===== config.mk =====
export PLATFORM = sky130hd
export DESIGN_NAME = child_rr_arbiter
export DESIGN_NICKNAME = d
export VERILOG_FILES = /design/src/rtl/child_rr_arbiter.sv
export SDC_FILE = /design/constraint.sdc
export NUM_CORES = 1
export LEC_CHECK = 0
export CAP_MARGIN = 20
export CORE_MARGIN = 5
export CORE_UTILIZATION = 43
export DETAILED_ROUTE_END_ITERATION = 12
export GPL_TIMING_DRIVEN = 0
export MAX_ROUTING_LAYER = met4
export SYNTH_ARGS = -nofsm -noshare
export SYNTH_HDL_FRONTEND = slang
export SYNTH_SLANG_ARGS = --single-unit

===== constraint.sdc =====
create_clock -name clk -period 11 [get_ports clk]
set_clock_uncertainty 0.1 [all_clocks]
set_input_delay 2.2 -clock clk [delete_from_list [all_inputs] [get_ports clk]]
set_output_delay 2.2 -clock clk [all_outputs]
set_load 0.02 [all_outputs]

===== src/rtl/child_rr_arbiter.sv =====
// Round-robin arbiter granting one shared slot to NUM_REQ child requesters.
// Optional forced release after MAX_HOLD cycles when ARB_TIMEOUT_EN is defined.
module child_rr_arbiter #(
    parameter int NUM_REQ  = 5,
    parameter int MAX_HOLD = 16,
    localparam int IDW     = $clog2(NUM_REQ)
) (
    input  logic               clk,
    input  logic               rst_n,
    input  logic [NUM_REQ-1:0] req,
    input  logic [NUM_REQ-1:0] done,
    output logic [NUM_REQ-1:0] grant,
    output logic               grant_valid,
    output logic [IDW-1:0]     grant_id,
    output logic               busy,
    output logic               timeout_pulse
);

    localparam int CW = IDW + 1;

    typedef enum logic {
        ST_IDLE  = 1'b0,
        ST_GRANT = 1'b1
    } state_t;

    if (NUM_REQ < 2 || NUM_REQ > 16 || MAX_HOLD < 1 || MAX_HOLD > 255) begin : g_param_check
        $error("child_rr_arbiter: NUM_REQ or MAX_HOLD out of range");
    end

    state_t             state, state_n;
    logic [IDW-1:0]     ptr, ptr_n;
    logic [NUM_REQ-1:0] grant_n;
    logic [IDW-1:0]     grant_id_n;
    logic [IDW-1:0]     sel;
    logic [CW-1:0]      cand;
    logic               found;
    logic               normal_rel;
    logic               timeout_hit;

    // Rotating priority search: first requester at or above ptr, wrapping.
    always_comb begin
        found = 1'b0;
        sel   = '0;
        cand  = '0;
        for (int unsigned i = 0; i < NUM_REQ; i++) begin
            cand = {1'b0, ptr} + CW'(i);
            if (cand >= CW'(NUM_REQ)) begin
                cand = cand - CW'(NUM_REQ);
            end
            if (!found && req[cand[IDW-1:0]]) begin
                found = 1'b1;
                sel   = cand[IDW-1:0];
            end
        end
    end

    assign normal_rel = done[grant_id] || !req[grant_id];

`ifdef ARB_TIMEOUT_EN
    localparam logic [7:0] HOLD_LAST = 8'(MAX_HOLD - 1);

    logic [7:0] hold_cnt, hold_n;
    logic       tpulse_n;

    assign timeout_hit = (hold_cnt == HOLD_LAST);

    always_comb begin
        hold_n   = '0;
        tpulse_n = 1'b0;
        if (state == ST_GRANT) begin
            hold_n   = hold_cnt + 8'd1;
            // A coincident done/withdraw counts as an ordinary release.
            tpulse_n = timeout_hit && !normal_rel;
        end
    end

    always_ff @(posedge clk) begin
        if (!rst_n) begin
            hold_cnt      <= '0;
            timeout_pulse <= 1'b0;
        end else begin
            hold_cnt      <= hold_n;
            timeout_pulse <= tpulse_n;
        end
    end
`else
    assign timeout_hit   = 1'b0;
    assign timeout_pulse = 1'b0;
`endif

    always_comb begin
        state_n    = state;
        grant_n    = grant;
        grant_id_n = grant_id;
        ptr_n      = ptr;
        case (state)
            ST_IDLE: begin
                if (found) begin
                    state_n      = ST_GRANT;
                    grant_n      = '0;
                    grant_n[sel] = 1'b1;
                    grant_id_n   = sel;
                end
            end
            ST_GRANT: begin
                if (normal_rel || timeout_hit) begin
                    state_n = ST_IDLE;
                    grant_n = '0;
                    ptr_n   = (grant_id == IDW'(NUM_REQ - 1)) ? '0 : grant_id + IDW'(1);
                end
            end
            default: begin
                state_n = ST_IDLE;
                grant_n = '0;
            end
        endcase
    end

    always_ff @(posedge clk) begin
        if (!rst_n) begin
            state    <= ST_IDLE;
            grant    <= '0;
            grant_id <= '0;
            ptr      <= '0;
        end else begin
            state    <= state_n;
            grant    <= grant_n;
            grant_id <= grant_id_n;
            ptr      <= ptr_n;
        end
    end

    assign grant_valid = |grant;
    assign busy        = (state == ST_GRANT);

endmodule


==> run_results.csv, run 1 <==
group,metric,value,unit
sta,holdWs,0.425,ns
cts,cts_htree_levels,1,
synth,syn_nets,249,
cells_and_area,multiInputGateArea,0.00137,mm^2
floorplan,start_util,0.437,
floorplan,die_w,73.3,um
sta,slew_headroom,0.546,
cts,cts_root_buffer,"clkbuf_8",
route,vias_per_cell,6.03,
floorplan,ios,23,
global_route,grt_pass1_wl,8.31,mm
sta,rsz0062_at_grt,"false",
synth,synth_seq_cells,12,
synth,synth_ff_type,"dfxtp_1",
worst_setup_path,ff2ff_path_depth,13,
pwr,p_clk_frac,0.074,
worst_setup_path,crit_path_start,"req[0]",
worst_setup_path,reg2reg_from,"ptr[0]",
worst_setup_path,reg2reg_slack,6.88,ns
pwr,power_density,333,mW/mm^2
place,place_congestion,0.855,
global_route,grt_pass1_vias,1714,
worst_setup_path,worst-setup-path-type,"in -> reg",
cells_and_area,fin_nets,272,
worst_setup_path,crit_arrival,5.04,ns
cts,cts_tree,"done",
cts,cts_buffers,3,
synth,synth_seq_area_share,0.140,
worst_setup_path,reg2reg_to,"grant[3]",
hold_path,hp-class,"reg -> reg",
cts,cts_hold_buf,0,
pwr,ir_worst_vdd,0.000132,V
route,ant_nets,0,
route,wirelength,5.01,mm
floorplan,die_y,73.3,um
cts,cts_resized,0,
cells_and_area,seq_area,240,um^2
sta,min_period,4.95,ns
cells_and_area,num-fill-cells,413,
cells_and_area,final_util,0.512,
sta,setup_tns,0,ns
cts,clk_latency,0.25,ns
sta,finalHoldViolations,0,
sta,timing.fmax,202,MHz
cells_and_area,area_growth,17.3,%
place,hpwl,3.93,mm
synth,postSynthCellCount,226,
worst_setup_path,worstPathMaxFanout,7,
pwr,power.static_leakage,0.820,nW
worst_setup_path,crit_required,11.09,ns
cells_and_area,final_common_cell,"nor2_1",
pwr,p_switching,354,uW
cts,post_cts_buffers,0,
sta,finalSetupViolations,0,
pwr,comb_power_share,0.807,
cts,clockBufferDepth,2,
route,dr.first_iter.drc_count,133,
route,first_pass_iters,4,
worst_setup_path,critPathCapture,"grant[3]",
pwr,switching_share,0.526,
synth,ys_types,68,
synth,syn_area,0.00172,mm^2
flow_run,max_cap_violations,0,
floorplan,rows,23,
synth,async_reset_ff_frac,0,
status,status,"finished, final reports clean",
worst_setup_path,critPathCaptureType,"register",
floorplan,core,0.00394,mm^2
route,wl_per_cell,16.8,um
cts,clk_pin_slew,0.05,ns
cts,clock-sinks,12,
pwr,power.internal,319,uW
pwr,sequentialPowerShare,0.119,
sta,drv_slew,0,
global_route,antenna_found_initial,0,
floorplan,die_area,0.00537,mm^2
global_route,grt_usage,0.203,
sta,fin_crit_sh,0.450,
cells_and_area,layout_common_cells,"nor2_1, a21oi_1, clkdlybuf4s50_1, inv_1, nand2_1",
cells_and_area,drive_gt1_frac,0.117,
global_route,grt_max_degree,12,
worst_setup_path,worstSetupStartpointType,"input port",
place,port_buffers,18,
cells_and_area,n_antenna_cell,0,
sta,worst_pin_slew,0.675,ns
synth,yosysWarnings,0,
route,vias,1797,
global_route,overflow,0,
synth,synth_area_per_cell,7.62,um^2
synth,synth_edf_count,0,
route,drc,0,
cell type report:
cell class,instances,area share
multi-input cells,189,0.678
flip-flops and latches,12,0.119
repair buffers,18,0.0892
well taps,50,0.0310
plain buffers,11,0.0291
clock buffers,4,0.0273
inverters,14,0.0260
synth_stat cells, types with 2 or more instances:
library cell  number  area (um^2)
nor2_1            22         82.6
a21oi_1           18         90.1
inv_1             13         48.8
nand2_1           13         48.8
dfxtp_1           12          240
nand3_1           11         55.1
ha_1              10          125
a211oi_1           9         67.6
nor3_1             9         45.0
o21ai_0            8         40.0
a21o_1             6         45.0
and2_1             5         31.3
a32o_1             4         40.0
buf_4              4         30.0
clkbuf_1           4         15.0
mux2i_1            4         40.0
or3_1              4         25.0
a32oi_1            3         26.3
and3b_1            3         26.3
nand2b_1           3         18.8
nor2b_1            3         18.8
a211o_1            2         17.5
a41o_1             2         20.0
buf_2              2         10.0
mux2_2             2         22.5
mux4_2             2         45.0
nand4_1            2         12.5
o2111a_1           2         22.5
o2111ai_1          2         17.5
o21bai_1           2         15.0
o31ai_1            2         15.0
xnor2_1            2         17.5
cells by family after synthesis:
logic type	synth area share
AOI/OAI and AO/OA	0.363
xor gates and xnor gates	0.0102
adders and majority gates	0.0843
buffers and inverters	0.0647
DFF	0.140
muxes	0.0705
other	0.00218
and+or+nand+nor	0.265
critical path, stage by stage:
cell	delay [ns]
clkdlybuf4s50_1	0.56
mux4_2	0.51
mux2_2	0.31
nand2_2	0.16
nand2b_1	0.11
a2111oi_4	0.27
o211ai_2	0.16
a41o_1	0.30
nor2_1	0.25
a32o_1	0.21
sequential cells by signal, indices dropped and copies added (netlist names):
signal    flops
grant         5
grant_id      3
ptr           3
busy          1
through the flow:
stage	setup WS (ns)	instances	instance area (um^2)	power (mW)
2_1_floorplan	6.45	226	1720	0.491
3_3_place_gp	5.82	294	1960	0.616
3_5_place_dp	5.85	294	1960	0.617
4_1_cts	6.08	298	2020	0.671
5_1_grt	5.92	298	2020	0.733
6_report	6.05	298	2020	0.673
metal layers:
layer,up-vias,share of wire,GRT usage
li1,906,-,-
met1,848,0.48,0.274
met2,37,0.47,0.313
met3,6,0.039,0.0178
met5,-,0,-
met4,0,0.011,0.0738
power groups by stage:
| stage | registers [mW] | clock network [mW] | logic, mW |
|---|---|---|---|
| floorplan | 0.0877 | 0 | 0.404 |
| global placement | 0.0814 | 0 | 0.535 |
| detailed placement | 0.0812 | 0 | 0.536 |
| CTS | 0.0805 | 0.0505 | 0.540 |
| global route | 0.0835 | 0.0518 | 0.598 |
| finish | 0.0803 | 0.0498 | 0.543 |
how the worst min path moves through the flow:
stage | startpoint | to | slack, ns | depth (start not counted)
final | grant[0] | grant[0] | 0.42 | 1
after global routing | grant[0] | grant[0] | 0.45 | 1
after CTS | grant[0] | grant[0] | 0.43 | 1
after detailed placement | grant[0] | grant[0] | 0.42 | 1
after global placement | grant[0] | grant[0] | 0.41 | 1
after floorplan | ptr[1] | ptr[1] | 0.48 | 2
(Power assumes the default switching activity.)
==> run 2: changes to the inputs <==
- PLACE_DENSITY: not set -> 0.67
- clock period: 11 -> 4.5 ns (I/O delays scaled with it)
==> run 2 against run 1 <==
Clock power up 140%; count of clock-buffer cells in the layout is the same; combinational power rose by 140%; wire length is 3.3% lower; die area unchanged; register-to-register slack lost 6.6 ns; first-iteration DRC count shrank 11%; core utilization stayed put; via count increased by 1.7%; largest power group unchanged.
==> run_results.csv, run 2 (synthesis results as in run 1) <==
group,metric,value,unit
pwr,ir_worst_vdd,0.000385,V
sta,slew_headroom,0.556,
route,wirelength,4.85,mm
route,wl_per_cell,16.3,um
pwr,power,1.63,mW
cts,cts_htree_levels,1,
pwr,power.static_leakage,0.820,nW
place,place_congestion,0.846,
cells_and_area,final_common_cell,"nor2_1",
worst_setup_path,critPathCaptureType,"register",
route,first_pass_iters,4,
global_route,grt_max_degree,12,
sta,fin_crit_sh,0.927,
cells_and_area,layout_common_cells,"nor2_1, a21oi_1, clkdlybuf4s50_1, inv_1, nand2_1",
worst_setup_path,worstSetupStartpointType,"register",
place,hpwl,3.70,mm
global_route,grt_pass1_wl,8.21,mm
worst_setup_path,worstPathMaxFanout,11,
cts,cts_resized,0,
sta,finalSetupViolations,0,
cells_and_area,largest_register_ffs,5,
cts,cts_hold_buf,0,
cts,clk_pin_slew,0.05,ns
sta,min_period,4.17,ns
cells_and_area,regMostFlops,"grant",
floorplan,die_w,73.3,um
cts,cts_buffers,3,
cells_and_area,n_antenna_cell,0,
worst_setup_path,crit_required,4.53,ns
global_route,grt_usage,0.198,
status,status,"finished, final reports clean",
sta,drv_slew,0,
sta,rsz0062_at_grt,"false",
floorplan,start_util,0.437,
worst_setup_path,worst-setup-path-type,"reg -> reg",
route,vias,1828,
floorplan,die_y,73.3,um
sta,worst_pin_slew,0.660,ns
sta,setup_tns,0,ns
cts,clk_latency,0.24,ns
floorplan,ios,23,
route,dr.first_iter.drc_count,118,
global_route,grt_pass1_vias,1782,
cells_and_area,area_growth,17.3,%
global_route,antenna_found_initial,0,
cts,clock-sinks,12,
route,vias_per_cell,6.13,
hold_path,hp-class,"reg -> reg",
cells_and_area,fin_nets,272,
cts,cts_root_buffer,"clkbuf_8",
worst_setup_path,crit_arrival,4.21,ns
flow_run,max_cap_violations,0,
cts,post_cts_buffers,0,
pwr,power_density,809,mW/mm^2
place,port_buffers,18,
floorplan,rows,23,
sta,finalHoldViolations,0,
cells_and_area,drive_gt1_frac,0.117,
sta,timing.fmax,240,MHz
floorplan,core,0.00394,mm^2
cts,cts_tree,"done",
cells_and_area,largest_registers,"grant x5, grant_id x3, ptr x3",
cts,clockBufferDepth,2,
global_route,overflow,0,
floorplan,die_area,0.00537,mm^2
route,ant_nets,0,
route,drc,0,
run 2: cell counts in the layout (fill, tap and decap cells not counted):
Identical to the previous run, type by type.
run 2: where the power goes:
group	internal (mW)	leakage (nW)	switching, mW
logic	0.559	0.692	0.762
registers	0.144	0.0986	0.0508
clock network	0.0773	0.0288	0.0402
total	0.781	0.820	0.853
run 2: cell type report:
type	count	area, um^2
fillers	398	1920
well taps	50	62.6
multi-input cells	189	1370
inverters	14	52.6
repair buffers	18	180
clock buffers	4	55.1
plain buffers	11	58.8
flip-flops and latches	12	240
run 2: final timing paths:
path                            startpoint  cells after the start  slack, ns        to
worst max-delay path                ptr[0]                     13       0.33  grant[0]
worst min register to register    grant[0]                      1       0.42  grant[0]
worst max register to register      ptr[0]                     13       0.33  grant[0]
worst min-delay path              grant[0]                      1       0.42  grant[0]
run 2: per-layer routing:
metal | part of all wire | GRT usage | vias to the layer above
met4 | 0.019 | 0.0922 | 0
met2 | 0.46 | 0.306 | 70
met3 | 0.071 | 0.0328 | 12
met5 | 0 | - | -
met1 | 0.45 | 0.252 | 843
li1 | - | - | 903
run 2: through the flow:
step	hold WS [ns]	instance area [um^2]	util	cells	setup WS (ns)
2_1_floorplan	0.477	1720	-	226	0.852
3_3_place_gp	0.412	1960	0.498	294	0.412
3_5_place_dp	0.421	1960	0.498	294	0.373
4_1_cts	0.424	2020	0.512	298	0.351
5_1_grt	0.451	2020	0.512	298	0.0142
6_report	0.423	2020	0.512	298	0.327
run 2: worst max-delay path, cell delays in order (launching register included):
cell and delay (ns):
dfxtp_1 0.40, buf_2 0.24, clkinv_1 0.36, ha_1 0.38
ha_1 0.27, buf_4 0.17, a211o_1 0.32, or3_1 0.32
a41o_1 0.29, a2111oi_4 0.38, o211ai_2 0.16, a41o_1 0.28
and4_1 0.20, a32o_1 0.19
==> run 3: changes to the inputs <==
- PLACE_DENSITY: 0.67 -> not set
- clock period: 4.5 -> 4.7 ns (I/O delays scaled with it)
==> results of run 3 <==
Same layout as run 1 (identical final DEF). Status: finished, final reports clean.
Among the figures that moved: setup slack after placement 5.85 ns -> 0.615 ns; clock-pin slew on the worst setup and hold paths 0.05 ns -> 0.06 ns; setup slack after layout 6.05 ns -> 0.578 ns; start point of the critical path req[0] -> ptr[0]; register-to-register setup slack 6.88 ns -> 0.58 ns; total power 0.673 mW -> 1.57 mW; worst IR drop on VDD 0.000132 V -> 0.000309 V
